`src/rtl/usb_ann_pkg.sv`:
```
// usb_ann_pkg: shared types and character helpers for the USB status annunciator.
package usb_ann_pkg;

    typedef enum logic [2:0] {
        IDLE,
        BAN_ADDR,
        BAN_WAIT,
        BAN_OUT,
        EVT_OUT
    } state_t;

    // One captured USB event; is_reset overrides the transaction fields.
    typedef struct packed {
        logic       is_reset;
        logic       setup;
        logic       dir_in;
        logic [3:0] ep;
        logic       success;
    } usb_evt_t;

    localparam logic [7:0] CH_SETUP = 8'h53;  // 'S'
    localparam logic [7:0] CH_IN    = 8'h49;  // 'I'
    localparam logic [7:0] CH_OUT   = 8'h4F;  // 'O'
    localparam logic [7:0] CH_RESET = 8'h52;  // 'R'
    localparam logic [7:0] CH_PLUS  = 8'h2B;  // '+'
    localparam logic [7:0] CH_MINUS = 8'h2D;  // '-'
    localparam logic [7:0] CH_BANG  = 8'h21;  // '!'
    localparam logic [7:0] CH_LF    = 8'h0A;

    // Uppercase ASCII hex digit for a nibble.
    function automatic logic [7:0] hex_char(input logic [3:0] n);
        return (n < 4'd10) ? (8'h30 + {4'h0, n}) : (8'h37 + {4'h0, n});
    endfunction

    // Byte i of the 4-byte record describing event e.
    function automatic logic [7:0] evt_char(input usb_evt_t e, input logic [1:0] i);
        logic [7:0] c;
        case (i)
            2'd0:    c = e.is_reset ? CH_RESET : e.setup ? CH_SETUP : e.dir_in ? CH_IN : CH_OUT;
            2'd1:    c = e.is_reset ? CH_MINUS : hex_char(e.ep);
            2'd2:    c = (e.is_reset || !e.success) ? CH_MINUS : CH_PLUS;
            default: c = CH_LF;
        endcase
        return c;
    endfunction

    // Byte i of the overflow record for drop count cnt.
    function automatic logic [7:0] ovf_char(input logic [7:0] cnt, input logic [1:0] i);
        logic [7:0] c;
        case (i)
            2'd0:    c = CH_BANG;
            2'd1:    c = hex_char(cnt[7:4]);
            2'd2:    c = hex_char(cnt[3:0]);
            default: c = CH_LF;
        endcase
        return c;
    endfunction

endpackage

```
`src/rtl/usb_ann_evt_fifo.sv`:
```
// usb_ann_evt_fifo: synchronous event FIFO, registered pointers with wrap bit,
// head entry presented combinationally so the consumer sees it before popping.
module usb_ann_evt_fifo
    import usb_ann_pkg::*;
#(
    parameter int DEPTH = 4
) (
    input  logic     clk,
    input  logic     rst,
    input  logic     push,
    input  usb_evt_t push_data,
    input  logic     pop,
    output usb_evt_t head,
    output logic     full,
    output logic     empty
);

    localparam int AW = $clog2(DEPTH);

    usb_evt_t    mem [DEPTH];
    logic [AW:0] wr_ptr;
    logic [AW:0] rd_ptr;
    logic        do_push;
    logic        do_pop;

    assign empty   = (wr_ptr == rd_ptr);
    assign full    = (wr_ptr[AW] != rd_ptr[AW]) && (wr_ptr[AW-1:0] == rd_ptr[AW-1:0]);
    assign do_pop  = pop && !empty;
    // A pop in the same cycle frees the slot, so a push into a full FIFO still lands.
    assign do_push = push && (!full || do_pop);
    assign head    = mem[rd_ptr[AW-1:0]];

    // Pointer update.
    always_ff @(posedge clk) begin
        if (rst) begin
            wr_ptr <= '0;
            rd_ptr <= '0;
        end else begin
            if (do_push) wr_ptr <= wr_ptr + 1'b1;
            if (do_pop)  rd_ptr <= rd_ptr + 1'b1;
        end
    end

    // Storage write; contents need no reset since pointers define validity.
    always_ff @(posedge clk) begin
        if (do_push) mem[wr_ptr[AW-1:0]] <= push_data;
    end

endmodule

```
`src/rtl/usb_annunciator_sched.sv`:
```
// usb_annunciator_sched: captures USB core events into a small FIFO and
// serialises them as 4-byte ASCII records to a UART byte stream, interleaved
// (never mixed) with a NUL-terminated banner read from a status ROM.
// Optional macro USB_ANN_OVERFLOW_REPORT_EN adds a saturating drop counter
// reported as a '!hh' record.
module usb_annunciator_sched
    import usb_ann_pkg::*;
#(
    parameter int ROM_AW         = 10,
    parameter int FIFO_DEPTH     = 4,
    parameter int BANNER_RESTART = 4
) (
    input  logic              clk48,
    input  logic              rst,
    output logic [ROM_AW-1:0] rom_addr,
    input  logic [7:0]        rom_data,
    input  logic              banner_req,
    input  logic              usb_rst,
    input  logic              transaction_active,
    input  logic              direction_in,
    input  logic              setup,
    input  logic              success,
    input  logic [3:0]        endpoint,
    output logic              tx_valid,
    output logic [7:0]        tx_data,
    input  logic              tx_ready
);

    state_t     state;
    logic [1:0] idx;
    logic [1:0] nidx;
    logic       pending;
    logic       prev_ta;
    logic       prev_usb_rst;
    logic       ta_fall;
    logic       rst_rise;
    logic       push;
    logic       pop;
    logic       rec_last;
    logic       full;
    logic       empty;
    usb_evt_t   push_evt;
    usb_evt_t   head;
    logic [7:0] next_char;

    // Edge detectors for the USB status lines.
    always_ff @(posedge clk48) begin
        if (rst) begin
            prev_ta      <= 1'b0;
            prev_usb_rst <= 1'b0;
        end else begin
            prev_ta      <= transaction_active;
            prev_usb_rst <= usb_rst;
        end
    end

    assign ta_fall  = prev_ta && !transaction_active;
    assign rst_rise = usb_rst && !prev_usb_rst;
    assign push     = ta_fall || rst_rise;

    // A bus reset wins over a coincident transaction end.
    always_comb begin
        push_evt = '0;
        if (rst_rise) begin
            push_evt.is_reset = 1'b1;
        end else begin
            push_evt.setup   = setup;
            push_evt.dir_in  = direction_in;
            push_evt.ep      = endpoint;
            push_evt.success = success;
        end
    end

    usb_ann_evt_fifo #(
        .DEPTH(FIFO_DEPTH)
    ) u_fifo (
        .clk      (clk48),
        .rst      (rst),
        .push     (push),
        .push_data(push_evt),
        .pop      (pop),
        .head     (head),
        .full     (full),
        .empty    (empty)
    );

    assign rec_last = (state == EVT_OUT) && tx_ready && (idx == 2'd3);
    assign nidx     = idx + 2'd1;

`ifdef USB_ANN_OVERFLOW_REPORT_EN
    logic [7:0] drop_cnt;
    logic [7:0] ovf_snap;
    logic       ovf_rec;
    logic       drop;
    logic       ovf_start;

    assign pop       = rec_last && !ovf_rec;
    assign drop      = push && full && !pop;
    assign ovf_start = (state == IDLE) && empty && (drop_cnt != 8'd0);

    // Saturating drop counter; cleared as its report starts so later drops are kept.
    always_ff @(posedge clk48) begin
        if (rst) begin
            drop_cnt <= 8'd0;
        end else if (ovf_start) begin
            drop_cnt <= drop ? 8'd1 : 8'd0;
        end else if (drop && drop_cnt != 8'hFF) begin
            drop_cnt <= drop_cnt + 8'd1;
        end
    end

    // Next record byte, from the FIFO head or the overflow snapshot.
    always_comb begin
        next_char = evt_char(head, nidx);
        if (ovf_rec) next_char = ovf_char(ovf_snap, nidx);
    end
`else
    assign pop = rec_last;

    // Next record byte from the FIFO head.
    always_comb begin
        next_char = evt_char(head, nidx);
    end
`endif

    // Output scheduler: arbitrates in IDLE, then runs a record or banner to completion.
    always_ff @(posedge clk48) begin
        if (rst) begin
            state    <= IDLE;
            tx_valid <= 1'b0;
            tx_data  <= 8'h00;
            rom_addr <= '0;
            pending  <= 1'b1;
            idx      <= 2'd0;
`ifdef USB_ANN_OVERFLOW_REPORT_EN
            ovf_rec  <= 1'b0;
            ovf_snap <= 8'd0;
`endif
        end else begin
            // Pending is only clear outside banner states, so this never fights the pointer increment.
            if (banner_req && !pending) begin
                pending  <= 1'b1;
                rom_addr <= ROM_AW'(BANNER_RESTART);
            end
            case (state)
                IDLE: begin
                    idx <= 2'd0;
                    if (!empty) begin
                        tx_data  <= evt_char(head, 2'd0);
                        tx_valid <= 1'b1;
                        state    <= EVT_OUT;
`ifdef USB_ANN_OVERFLOW_REPORT_EN
                        ovf_rec  <= 1'b0;
                    end else if (ovf_start) begin
                        ovf_snap <= drop_cnt;
                        ovf_rec  <= 1'b1;
                        tx_data  <= CH_BANG;
                        tx_valid <= 1'b1;
                        state    <= EVT_OUT;
`endif
                    end else if (pending) begin
                        state <= BAN_ADDR;
                    end
                end
                BAN_ADDR: begin
                    state <= BAN_WAIT;
                end
                BAN_WAIT: begin
                    // ROM byte is valid now; load it so it is on the wire in BAN_OUT.
                    if (rom_data != 8'h00) begin
                        tx_data  <= rom_data;
                        tx_valid <= 1'b1;
                    end
                    state <= BAN_OUT;
                end
                BAN_OUT: begin
                    // No byte was loaded only when the ROM returned the terminator.
                    if (!tx_valid) begin
                        pending <= 1'b0;
                        state   <= IDLE;
                    end else if (tx_ready) begin
                        tx_valid <= 1'b0;
                        rom_addr <= rom_addr + ROM_AW'(1);
                        state    <= BAN_ADDR;
                    end
                end
                EVT_OUT: begin
                    if (tx_ready) begin
                        if (idx == 2'd3) begin
                            tx_valid <= 1'b0;
                            state    <= IDLE;
                        end else begin
                            tx_data <= next_char;
                            idx     <= nidx;
                        end
                    end
                end
                default: begin
                    tx_valid <= 1'b0;
                    state    <= IDLE;
                end
            endcase
        end
    end

endmodule

```
`config.mk`:
```
export PLATFORM = sky130hd
export DESIGN_NAME = usb_annunciator_sched
export DESIGN_NICKNAME = d
export VERILOG_FILES = /design/src/rtl/usb_ann_pkg.sv /design/src/rtl/usb_ann_evt_fifo.sv /design/src/rtl/usb_annunciator_sched.sv
export SDC_FILE = /design/constraint.sdc
export NUM_CORES = 1
export LEC_CHECK = 0
export ABC_AREA = 0
export BUFFER_PORTS_ARGS = -buffer_cell sky130_fd_sc_hd__buf_4
export CAP_MARGIN = 5
export CORE_MARGIN = 3
export CORE_UTILIZATION = 41
export DETAILED_ROUTE_END_ITERATION = 10
export HOLD_SLACK_MARGIN = 0.1
export PLACE_DENSITY = 0.61
export SKIP_LAST_GASP = 1
export SLEW_MARGIN = 20
export SYNTH_ARGS = -nofsm -noshare
export SYNTH_HDL_FRONTEND = slang
export SYNTH_SLANG_ARGS = --single-unit
```
`constraint.sdc`:
```
create_clock -name clk48 -period 6.2 [get_ports clk48]
set_input_delay 1.24 -clock clk48 [delete_from_list [all_inputs] [get_ports clk48]]
set_output_delay 1.24 -clock clk48 [all_outputs]
set_load 0.1 [all_outputs]
```
==> impl_metrics.tcl <==
set metrics [dict create \
    status "finished, final reports clean" \
    nets 372 \
    die_height_um 96.4 \
    whs_ns 0.498 \
    n_antenna_cell 0 \
    max-clock-path-buffers 2 \
    synth.top_cell.area_share_pct 28.7 \
    port_buffers 39 \
    max_freq_ghz 0.386 \
    grt_pass1_vias 2196 \
    synthTopCellsByCount "dfxtp_1 (35), nor2_1 (34), edfxtp_1 (32), inv_1 (13)" \
    r2r_slack_ns 3.61 \
    drt_iter0_drc 92 \
    cts_tree "yes" \
    synth_edf_count 32 \
    avgRoutedWirePerCell_um 15.1 \
    cts_resized 0 \
    synth.distinct_cells 61 \
    nFillCells 735 \
    worst_slew_pin_slew_ns 0.688 \
    htreeDepth 3 \
    yosysMostFrequentCell "dfxtp_1" \
    antenna_found_initial 0 \
    vias 2368 \
    ir_drop_uv 159 \
    timing.rr.end "u_fifo.mem[3][1]$_DFFE_PP_" \
    fin_tns_setup_ns 0 \
    synth_area_leaders "edfxtp_1 (29%), dfxtp_1 (21%), mux4_2 (5.4%)" \
    crit_fanout 19 \
    fin_crit_sh_pct 41.8 \
    clk_pin_slew_ns 0.08 \
    worstRegToRegCells 4 \
    fp.coreArea_mm2 0.00785 \
    hold_depth 2 \
    initial_core_util_pct 42.7 \
    hold_viol_final 0 \
    yosys_register_bits 67 \
    grt_use_total_pct 15.2 \
    power_density_mw_per_mm2 369 \
    async_reset_ff_share_pct 0 \
    dr.pass1.iters 4 \
    min_from "tx_data[6]$_SDFFE_PP0P_" \
    arrival_ns 2.58 \
    viasPerCell 5.30 \
    cap_violations 0 \
    cts_setup_buffers 0 \
    required_ns 6.19 \
    crit_path_start "state[2]$_SDFFE_PP0P_" \
    synth_ff_type "dfxtp_1" \
    pin_count 40 \
    drt_wl_total_um 6770 \
    stdcell_area_mm2 0.00390 \
    clock_skew_ns 0.00911 \
    gp_congestion 0.826 \
    slew_violations 0 \
    rsz0062_at_grt "false" \
    p_sw_uw 582 \
    avgSynthCellArea_um2 11.1 \
    cts_buffers 9 \
    layout_min_cycle_time_ns 2.59 \
    setup-violations-final 0 \
    crit_end "u_fifo.mem[3][1]$_DFFE_PP_" \
    sw_frac_of_total_pct 40.5 \
    crit-reg2reg-launch "state[2]$_SDFFE_PP0P_" \
    dieArea_mm2 0.00929 \
    layout-drive-gt1-share_pct 22.9 \
    clock_latency_ns 0.33 \
    p_int_uw 855 \
    netlist_area_mm2 0.00335 \
    slew-limit-headroom_pct 53.5 \
    root_buffer "clkbuf_8" \
    pwr-share-seq_pct 39.4 \
    syn_nets 335 \
    drtAntennaViolNets 0 \
    placed_cell_area_mm2 0.00370 \
    yosysSeqAreaShare_pct 49.6 \
    cts_hold_buf 0 \
    yosys.area.top_type "edfxtp_1" \
    finalPower_uw 1440 \
    die_x_um 96.4 \
    leakage_uw 0.00144 \
    hold_class "reg2reg" \
    overflow 0 \
    grt_max_degree 35 \
    path_class "reg2reg" \
    route.detailed.drc 0 \
    dp_hpwl_um 4880 \
    netlist_instances 303 \
    startpoint_type "register" \
    num_rows 32 \
    ys_warn_count 0 \
    comb_power_share_pct 35.2 \
    syn_to_final_growth_pct 16.3 \
    endpoint_kind "register" \
    clkSinkCount 67 \
    grt_pass1_wl_um 10700 \
    power_frac_clock_pct 25.4 \
]
worst min-delay path by stage:
stage                         endpoint  slack [ns]
2_1_floorplan       pending$_SDFF_PP1_        0.48
3_3_place_gp   tx_data[6]$_SDFFE_PP0P_        0.48
3_5_place_dp   tx_data[6]$_SDFFE_PP0P_        0.49
4_1_cts        tx_data[6]$_SDFFE_PP0P_        0.50
5_1_grt        tx_data[3]$_SDFFE_PP0P_        0.52
6_report       tx_data[6]$_SDFFE_PP0P_        0.50
power by group through the flow:
stage | combinational, uW | sequential, uW | clock [uW]
after floorplan | 247 | 736 | 0
after global placement | 506 | 576 | 0
after detailed placement | 506 | 576 | 0
after CTS | 508 | 566 | 379
after global routing | 543 | 576 | 393
final | 506 | 566 | 365
through the flow:
step / setup WS, ns / utilization, % / std cells
final: 3.61 / 49.6 / 447
after global routing: 3.31 / 49.6 / 447
after CTS: 3.60 / 49.6 / 447
after detailed placement: 3.35 / 47.1 / 431
after global placement: 3.37 / 47.1 / 431
after floorplan: 3.74 / - / 303
cells in the final DEF, fill, tap and decap left out, types with 5 or more instances in the layout:
cell type	netlist	layout
xnor2_1	5	5
a21oi_1	12	12
and2_1	12	12
xor2_1	6	6
nor2_1	34	34
inv_1	13	13
mux4_2	8	8
nor2b_1	8	8
ha_1	11	11
buf_4	0	39
o21ai_0	6	6
dfxtp_1	35	35
a221oi_1	6	6
edfxtp_1	32	32
clkbuf_8	0	9
nand3_1	8	8
nand2b_1	5	5
nor3_1	5	5
nand2_1	12	12
a22oi_1	5	5
registers in the layout, summed over array words and instances, names as in the netlist, named ones only:
register,flops
idx,2
pending,1
prev_ta,1
prev_usb_rst,1
rom_addr,10
state,3
tx_data,8
tx_valid,1
u_fifo.mem,32
u_fifo.rd_ptr,3
u_fifo.wr_ptr,3
final cells by class:
class                      count  area [um2]  area share, %
clock buffer                   9         124           3.18
sequential                    67        1660           42.6
tap                          102         128           3.28
clock inverter                 7        75.1           1.93
inverter                      13        48.8           1.25
timing repair buffer          39         293           7.51
multi-input combinational    210        1570           40.2
per-layer routing:
metal  vias to the layer above  track usage (%)  wire [um]
met3                         6             3.25        214
met5                         -                0          0
met1                      1117             19.6       3170
li1                       1201                -          -
met4                         0             5.96         83
met2                        44             25.0       3310
critical path, stage by stage (launching register included):
cell      delay [ns]
dfxtp_1         0.65
nor3b_2         0.56
a311oi_1        0.21
a22oi_2         0.38
and2_1          0.45
cells by family (layout without fill, tap and decap cells):
| family | after synthesis | after routing | synth area share, % |
|---|---|---|---|
| buf+inv | 26 | 68 | 3.62 |
| fa+ha+maj | 11 | 11 | 4.11 |
| compound gates | 60 | 60 | 13.9 |
| simple gates | 116 | 116 | 19.3 |
| xor+xnor | 11 | 11 | 2.88 |
| flops | 67 | 67 | 49.6 |
| mux | 12 | 12 | 6.61 |
No activity file was read; power rests on OpenSTA's default activity.
